### src/rtl/keypad_pkg.sv
// rtl/keypad_pkg.sv - shared key constants, FSM encoding and debounce defaults
package keypad_pkg;

    localparam int KEY_W                   = 12;
    localparam int DEBOUNCE_CYCLES_DEFAULT = 20000;

    localparam logic [KEY_W-1:0] KEY_1    = 12'h001;
    localparam logic [KEY_W-1:0] KEY_2    = 12'h002;
    localparam logic [KEY_W-1:0] KEY_3    = 12'h004;
    localparam logic [KEY_W-1:0] KEY_4    = 12'h008;
    localparam logic [KEY_W-1:0] KEY_5    = 12'h010;
    localparam logic [KEY_W-1:0] KEY_6    = 12'h020;
    localparam logic [KEY_W-1:0] KEY_7    = 12'h040;
    localparam logic [KEY_W-1:0] KEY_8    = 12'h080;
    localparam logic [KEY_W-1:0] KEY_9    = 12'h100;
    localparam logic [KEY_W-1:0] KEY_STAR = 12'h200;
    localparam logic [KEY_W-1:0] KEY_0    = 12'h400;
    localparam logic [KEY_W-1:0] KEY_HASH = 12'h800;

    typedef enum logic [1:0] {
        ST_IDLE         = 2'd0,
        ST_PRESS_WAIT   = 2'd1,
        ST_HELD         = 2'd2,
        ST_RELEASE_WAIT = 2'd3
    } state_e;

    // Exactly one bit set: nonzero and clearing the lowest set bit leaves nothing.
    function automatic logic is_one_hot(input logic [KEY_W-1:0] v);
        logic [KEY_W-1:0] v_minus_one;
        v_minus_one = v - 12'd1;
        return (v != '0) && ((v & v_minus_one) == '0);
    endfunction

endpackage

### src/rtl/sync_2ff.sv
// rtl/sync_2ff.sv - two-flop synchronizer for asynchronous level inputs
module sync_2ff #(
    parameter int WIDTH = 1
) (
    input  logic             clk,
    input  logic             rst,
    input  logic [WIDTH-1:0] d,
    output logic [WIDTH-1:0] q
);

    logic [WIDTH-1:0] meta_d, meta_q;
    logic [WIDTH-1:0] sync_d, sync_q;

    always_comb begin
        meta_d = d;
        sync_d = meta_q;
    end

    always_ff @(posedge clk) begin
        if (rst) begin
            meta_q <= '0;
            sync_q <= '0;
        end else begin
            meta_q <= meta_d;
            sync_q <= sync_d;
        end
    end

    assign q = sync_q;

endmodule

### src/rtl/keypad_debounce.sv
// rtl/keypad_debounce.sv - single-key keypad debouncer with multi-key rejection
module keypad_debounce
    import keypad_pkg::*;
#(
    parameter int DEBOUNCE_CYCLES = DEBOUNCE_CYCLES_DEFAULT
) (
    input  logic              clk,
    input  logic              rst,
    input  logic [KEY_W-1:0]  Keypad_in,
    output logic [KEY_W-1:0]  Key_out,
    output logic              valid,
    output logic              pressed,
    output logic              multi_err
);

    localparam int               CNT_W   = $clog2(DEBOUNCE_CYCLES + 1);
    localparam logic [CNT_W-1:0] CNT_MAX = CNT_W'(DEBOUNCE_CYCLES);
    localparam logic [CNT_W-1:0] CNT_ONE = CNT_W'(1);

    logic [KEY_W-1:0] sync;

    state_e           state_d, state_q;
    logic [KEY_W-1:0] cand_d, cand_q;
    logic [CNT_W-1:0] cnt_d, cnt_q;
    logic [KEY_W-1:0] key_d, key_q;
    logic             valid_d, valid_q;
    logic             pressed_d, pressed_q;
    logic             merr_d, merr_q;
    logic [CNT_W-1:0] cnt_inc;

    sync_2ff #(
        .WIDTH (KEY_W)
    ) u_sync (
        .clk (clk),
        .rst (rst),
        .d   (Keypad_in),
        .q   (sync)
    );

    // Saturating increment: the counter parks at CNT_MAX instead of wrapping.
    assign cnt_inc = (cnt_q == CNT_MAX) ? cnt_q : cnt_q + CNT_ONE;

    always_comb begin
        state_d = state_q;
        cand_d  = cand_q;
        cnt_d   = cnt_q;
        key_d   = key_q;
        valid_d = 1'b0;
        merr_d  = 1'b0;
        case (state_q)
            ST_IDLE: begin
                if (sync != '0) begin
                    cand_d  = sync;
                    cnt_d   = CNT_ONE;
                    state_d = ST_PRESS_WAIT;
                end
            end
            ST_PRESS_WAIT: begin
                if (sync == '0) begin
                    cnt_d   = '0;
                    state_d = ST_IDLE;
                end else if (sync != cand_q) begin
                    cand_d = sync;
                    cnt_d  = CNT_ONE;
                end else if (cnt_inc == CNT_MAX) begin
                    cnt_d = '0;
                    if (is_one_hot(cand_q)) begin
                        key_d   = cand_q;
                        valid_d = 1'b1;
                        state_d = ST_HELD;
                    end else begin
                        merr_d  = 1'b1;
                        state_d = ST_RELEASE_WAIT;
                    end
                end else begin
                    cnt_d = cnt_inc;
                end
            end
            ST_HELD: begin
                if (sync != key_q) begin
                    cnt_d   = '0;
                    state_d = ST_RELEASE_WAIT;
                end
            end
            ST_RELEASE_WAIT: begin
                // Any key activity restarts the release window, so roll-over needs a full release.
                if (sync != '0) begin
                    cnt_d = '0;
                end else if (cnt_inc == CNT_MAX) begin
                    cnt_d   = '0;
                    key_d   = '0;
                    state_d = ST_IDLE;
                end else begin
                    cnt_d = cnt_inc;
                end
            end
            default: begin
                state_d = ST_IDLE;
            end
        endcase
        pressed_d = (state_d == ST_HELD);
    end

    always_ff @(posedge clk) begin
        if (rst) begin
            state_q   <= ST_IDLE;
            cand_q    <= '0;
            cnt_q     <= '0;
            key_q     <= '0;
            valid_q   <= 1'b0;
            pressed_q <= 1'b0;
            merr_q    <= 1'b0;
        end else begin
            state_q   <= state_d;
            cand_q    <= cand_d;
            cnt_q     <= cnt_d;
            key_q     <= key_d;
            valid_q   <= valid_d;
            pressed_q <= pressed_d;
            merr_q    <= merr_d;
        end
    end

    assign Key_out   = key_q;
    assign valid     = valid_q;
    assign pressed   = pressed_q;
    assign multi_err = merr_q;

endmodule

### config.mk
export PLATFORM = sky130hd
export DESIGN_NAME = keypad_debounce
export DESIGN_NICKNAME = d
export VERILOG_FILES = /design/src/rtl/keypad_pkg.sv /design/src/rtl/sync_2ff.sv /design/src/rtl/keypad_debounce.sv
export SDC_FILE = /design/constraint.sdc
export NUM_CORES = 1
export LEC_CHECK = 0
export CAP_MARGIN = 25
export CORE_AREA = 2 2 100 102
export DETAILED_ROUTE_END_ITERATION = 8
export DIE_AREA = 0 0 102 104
export GPL_ROUTABILITY_DRIVEN = 0
export PLACE_DENSITY = 0.55
export REMOVE_ABC_BUFFERS = 1
export SETUP_SLACK_MARGIN = 0.4
export SYNTH_ARGS = -nofsm -noshare
export SYNTH_HDL_FRONTEND = slang
export SYNTH_SLANG_ARGS = --single-unit
### constraint.sdc
create_clock -name clk -period 3.1 [get_ports clk]
set_input_delay 0.62 -clock clk [delete_from_list [all_inputs] [get_ports clk]]
set_output_delay 0.62 -clock clk [all_outputs]
set_load 0.1 [all_outputs]
# Word-level counts from Yosys, hierarchy flattened
# Index checks and enable logic that the tools add are counted.
dict set report op_classes {
  n_eq_ne 17
  bitwise 3
  muxes 30
  n_reduce_logical 12
  n_addsub 2
}
# operator count
set ops {}
lappend ops {{12-bit 2-to-1 mux} 9}
lappend ops {{15-bit 2-to-1 mux} 7}
lappend ops {{15-bit case mux with 4 select lines} 1}
lappend ops {{12-bit case mux with 2 select lines} 2}
lappend ops {{15-bit == test (second input constant)} 2}
lappend ops {{12-bit logical NOT} 2}
lappend ops {{12-bit inequality test} 2}
lappend ops {{12-bit nonzero test} 2}
lappend ops {{2-bit inequality test (second input constant)} 9}
lappend ops {{15-bit by 1-bit adder with 15-bit output (second input constant)} 1}
lappend ops {{2-bit 2-to-1 mux} 7}
lappend ops {{12-bit bitwise AND} 1}
lappend ops {{12-bit by 1-bit subtractor with 12-bit output (second input constant)} 1}
lappend ops {{2-bit case mux with 4 select lines} 1}
lappend ops {{7-bit AND reduction} 1}
lappend ops {{2-bit == test (second input constant)} 3}
lappend ops {{5-bit OR reduction} 1}
lappend ops {{4-bit AND reduction} 1}
lappend ops {{2-bit nonzero test} 2}
lappend ops {{1-bit 2-to-1 mux} 3}
lappend ops {{2-bit by 1-bit == test with 1-bit output (second input constant)} 1}
lappend ops {{2-bit logical NOT} 1}
lappend ops {{1-bit inverter} 2}
lappend ops {{2-bit AND reduction} 1}
lappend ops {{1-bit logical AND} 1}
dict set report totals {
  reg_bits 68
}

# Logic depth before layout (Yosys ltp)
dict set report depth {
  ltp_word 10
  mapped_depth 10
  depth_no_buf 9
}

# By module
# From an unflattened synthesis, not the netlist that was laid out.
dict set report unflattened {
  cells_unflattened 348
  area_unflattened_um2 3316.9
}
# mod instances cells_each area_each_um2
set by_module_without_submodules {}
lappend by_module_without_submodules {keypad_debounce 1 298 2623.8}
lappend by_module_without_submodules {sync_2ff 1 50 693.2}

# Worst setup path before layout
# OpenSTA, ideal clock, no wires.
dict set report synth_path {
  kind {register -> register}
  from {reg key_q[7] (netlist: Key_out[7])}
  to {reg cnt_q[2]}
  arrival_ps 2455
  setup_ps 75
  slack_ps 570
  required_time_ps 3025
  path_buffers 1
  path_stages_with_launch 9
  cell_sequence {dfxtp_1 -> xor2_1 -> nor4_1 -> nand4_1 -> a21oi_1 -> and2_1 -> buf_1 -> a21oi_1 -> o22ai_1}
}
dict set report synth_via {
  elab_chain_len 3
}
# item line_no
set synth_rtl {}
lappend synth_rtl {{start, declared} keypad_debounce.sv:25} ;# logic [KEY_W-1:0] key_d, key_q;
lappend synth_rtl {{start signal, assigned} keypad_debounce.sv:117} ;# key_q <= key_d;
lappend synth_rtl {{12-bit inequality test} keypad_debounce.sv:80} ;# if (sync != key_q) begin
lappend synth_rtl {{2-bit inequality test (no line)} -}
lappend synth_rtl {{2-bit AND reduction (no line)} -}
lappend synth_rtl {{end signal, assigned} keypad_debounce.sv:116} ;# cnt_q <= cnt_d;
lappend synth_rtl {{end, declared} keypad_debounce.sv:24} ;# logic [CNT_W-1:0] cnt_d, cnt_q;
# Every way passes these cells.
# A chain may end at the register's enable or synchronous reset.

# Final worst setup path
dict set report layout_path {
  from {reg cand_q[2]}
  to {reg key_q[0] (netlist: Key_out[0])}
}
dict set report layout_via {
  elab_chain_len 6
  word_cells_on_any_way 9
}
# item line_no
set layout_rtl {}
lappend layout_rtl {{start, declared} keypad_debounce.sv:23} ;# logic [KEY_W-1:0] cand_d, cand_q;
lappend layout_rtl {{start signal, assigned} keypad_debounce.sv:115} ;# cand_q <= cand_d;
lappend layout_rtl {{12-bit by 1-bit subtractor with 12-bit output} keypad_pkg.sv:30} ;# v_minus_one = v - 12'd1;
lappend layout_rtl {{12-bit bitwise AND} keypad_pkg.sv:31} ;# return (v != '0) && ((v & v_minus_one) == '0);
lappend layout_rtl {{12-bit logical NOT} keypad_pkg.sv:31}
lappend layout_rtl {{1-bit logical AND} keypad_pkg.sv:31}
lappend layout_rtl {{2-bit inequality test (no line)} -}
lappend layout_rtl {{7-bit AND reduction (no line) (*)} -}
# Mark *: on every way between the ends. The rest lies on a longest branch, timed or not.

==> qor.tcl <==
set qor(status) {finished clean}
set qor(clock_sink_count) 68
set qor(drv_cap) 0
set qor(area_delta_synth_final_pct) 23.3
set qor(grt.met1_usage_pct) 18.0
set qor(maximum_clock_path_buffer_count) 2
set qor(regToRegSetupSlack_ns) 0.49
set qor(slew_headroom_pct) 59.5
set qor(power.sequential.fraction_pct) 46.4
set qor(clock_power_share_pct) 44.0
set qor(startpoint_type_of_the_worst_setup_path) {register}
set qor(drtAntennaViolNets) 0
set qor(dominantRegCellSynth) {dfxtp_1}
set qor(required_ns) 3.33
set qor(buffer_ports.inserted) 28
set qor(synthesis.yosys.warnings) 0
set qor(crit_path_end_kind) {register}
set qor(synth_seq_cells) 68
set qor(fin_skew_ns) 0.0151
set qor(grt_max_degree) 38
set qor(post_drt_via_cell_ratio) 4.98
set qor(grt_use_met3_pct) 3.97
set qor(layout_min_cycle_time_ns) 2.61
set qor(final-hold-violation-count) 0
set qor(grt-busiest-layer) {met2}
set qor(finalNonFillerCells) 503
set qor(drc) 0
set qor(final-max-slew-violation-count) 0
set qor(summed_instance_area_of_the_synthesized_netlist_sq_um) 3150
set qor(clock_tree_from_tritoncts) {built}
set qor(setup-tns-final_ns) 0
set qor(cp_max_fo) 12
set qor(number_of_enable_type_register_cells_in_the_synthesized_netlist) 0
set qor(synth_async_sr_flop_share_pct) 0
set qor(drt_first_pass_iters) 4
set qor(grt_antenna_before_repair) 0
set qor(design.final.nets) 381
set qor(worst_slack_ns) 0.489
set qor(n_antenna_cell) 0
set qor(crit_share_post_route_pct) 84.2
set qor(tritoncts.num_buffers) 9
set qor(syn-mean-instance-area_sq_um) 9.46
set qor(path_clk_slew_ns) 0.08
set qor(route.vias.total) 2506
set qor(dpl.hpwl_um) 5090
set qor(worst_margin_pin_slew_ns) 0.602
set qor(post_route_cells_drive_above_1_share_pct) 23.2
set qor(grt_use_met2_pct) 23.0
set qor(drt_iter0_drc) 109
set qor(layout.cells.most_common) {dfxtp_1}
set qor(finish.utilization_pct) 40.7
set qor(insertion_delay_of_the_later_clocked_pin_in_the_worst_skew_pair_ns) 0.34
set qor(power-per-cell-area_nw_per_um2) 514
set qor(p_int_mw) 1.53
set qor(maxClockFrequency_mhz) 383
set qor(synthesis.instances) 333
set qor(worstPathArrival_ns) 2.84
set qor(holdWs_ns) 0.429
set qor(ys_seq_area_share_pct) 43.2
set qor(std_cell_rows) 36
set qor(io_pins) 29
set qor(sw_frac_of_total_pct) 23.5
set qor(most-common-layout-cells) {dfxtp_1 (52), nor2_1 (25), nor2b_1 (24)}
set qor(clk_root_buffer_cell) {clkbuf_8}
set qor(net-switching-power_mw) 0.470
set qor(die_w_um) 102
set qor(die_y_extent_um) 104
set qor(hold_class) {register to register}
set qor(combinational_cell_fraction_of_total_power_pct) 9.6
set qor(cts_max_level) 3
set qor(place_ws_ns) 0.203
set qor(wl_per_cell_um) 14.2
set qor(dp_cells) 485
set qor(grt_pass1_vias) 2469
set qor(grt_setup_unrepaired) {no}
set qor(initial_utilization_pct) 33.0
set qor(power.leakage_nw) 1.51
set qor(core_region_area_sq_um) 9550
set qor(worst-setup-path-type) {register to register}
set qor(synth_cell_types) 62
set qor(die_footprint_sq_um) 10600
set qor(worst_ir_drop_vdd_uv) 275
set qor(timing.final.setup_violations) 0
set qor(global_route.overflow_total) 0
set qor(grt_pass1_wl_um) 12000
set qor(drt-total-wl_um) 7120
set qor(grt_usage_pct) 14.2
-- area by class of cell --
class,count,area (sq um)
Fill cell,990,5670
Multi-Input combinational cell,241,1750
Sequential cell,68,1380
Timing Repair Buffer,35,307
Tap cell,133,166
Clock buffer,10,128
Clock inverter,6,111
Inverter,10,37.5
-- cells in the mapped netlist, drive strengths merged (8+ instances only) --
cell   number  area, sq um
nor2       26         97.6
xor2       15          131
dfxtp      68         1360
nand3      11         60.1
buf         8         66.3
xnor2      16          140
a21oi      15         75.1
nand4      10         62.6
nor3       11         60.1
inv        10         37.5
nand2      10         37.5
mux2i      11          110
nor2b      24          150
nor4        8         65.1
a22o       12          108
-- worst paths after layout --
| path | startpoint | endpoint | cells after the start |
|---|---|---|---|
| setup / recovery | cand_q[2]$_SDFFE_PP0P_ | Key_out[0]$_SDFFE_PP0P_ | 8 |
| setup reg to reg | cand_q[2]$_SDFFE_PP0P_ | Key_out[0]$_SDFFE_PP0P_ | 8 |
| hold / removal | u_sync.meta_q[3]$_SDFF_PP0_ | u_sync.q[3]$_SDFF_PP0_ | 1 |
| hold reg to reg | u_sync.meta_q[3]$_SDFF_PP0_ | u_sync.q[3]$_SDFF_PP0_ | 1 |
-- layer usage --
| layer | up-vias | part of all wire, % |
|---|---|---|
| met4 | 0 | 1.2 |
| li1 | 1267 | - |
| met5 | - | 0 |
| met3 | 9 | 2.9 |
| met2 | 37 | 49 |
| met1 | 1193 | 47 |
-- sequential cells by signal (all words and copies together) (netlist names) --
signal	flops
Key_out	12
cand_q	12
cnt_q	15
multi_err	1
pressed	1
state_q	2
u_sync.meta_q	12
u_sync.q	12
valid	1
-- power groups by stage --
stage	clock, mW	sequential (mW)	combinational [mW]
after global placement	0	0.943	0.176
after detailed placement	0	0.943	0.178
after floorplan	0	0.936	0.120
after global routing	0.938	0.931	0.211
after CTS	0.900	0.924	0.180
final	0.879	0.927	0.191
-- through the flow --
| step | power (mW) | area (sq um) |
|---|---|---|
| 6_report | 2.00 | 3880 |
| 5_1_grt | 2.08 | 3880 |
| 4_1_cts | 2.00 | 3750 |
| 3_5_place_dp | 1.12 | 3500 |
| 3_3_place_gp | 1.12 | 3500 |
| 2_1_floorplan | 1.06 | 3060 |
-- repair_timing --
action	4_1_cts	5_1_grt
hold buffers	0	0
resized for setup	3	32
buffers inserted	0	2
endpoints found under the setup margin	12	23
pin swaps	0	8
hold endpoints to repair	0	0
-- worst max-delay path, stage by stage (launching register included) --
cell,delay [ns]
dfxtp_2,0.37
or4_1,0.58
nor3_2,0.21
mux2i_2,0.11
or4_4,0.52
o21ai_2,0.17
a31oi_4,0.11
buf_12,0.17
a22o_2,0.24
-- kinds of logic (layout without fill, tap and decap cells) --
kind of cell	after synthesis	in the layout	share of synthesized area, %
XOR/XNOR	31	31	8.62
flip-flops	68	68	43.2
multiplexers	11	11	3.50
buffers and inverters	24	61	4.05
AO/OA/AOI/OAI	65	65	15.3
adder cells (fa/ha/maj)	3	3	1.11
AND/OR/NAND/NOR	131	131	24.2
Power figures use the tool's default switching activity.
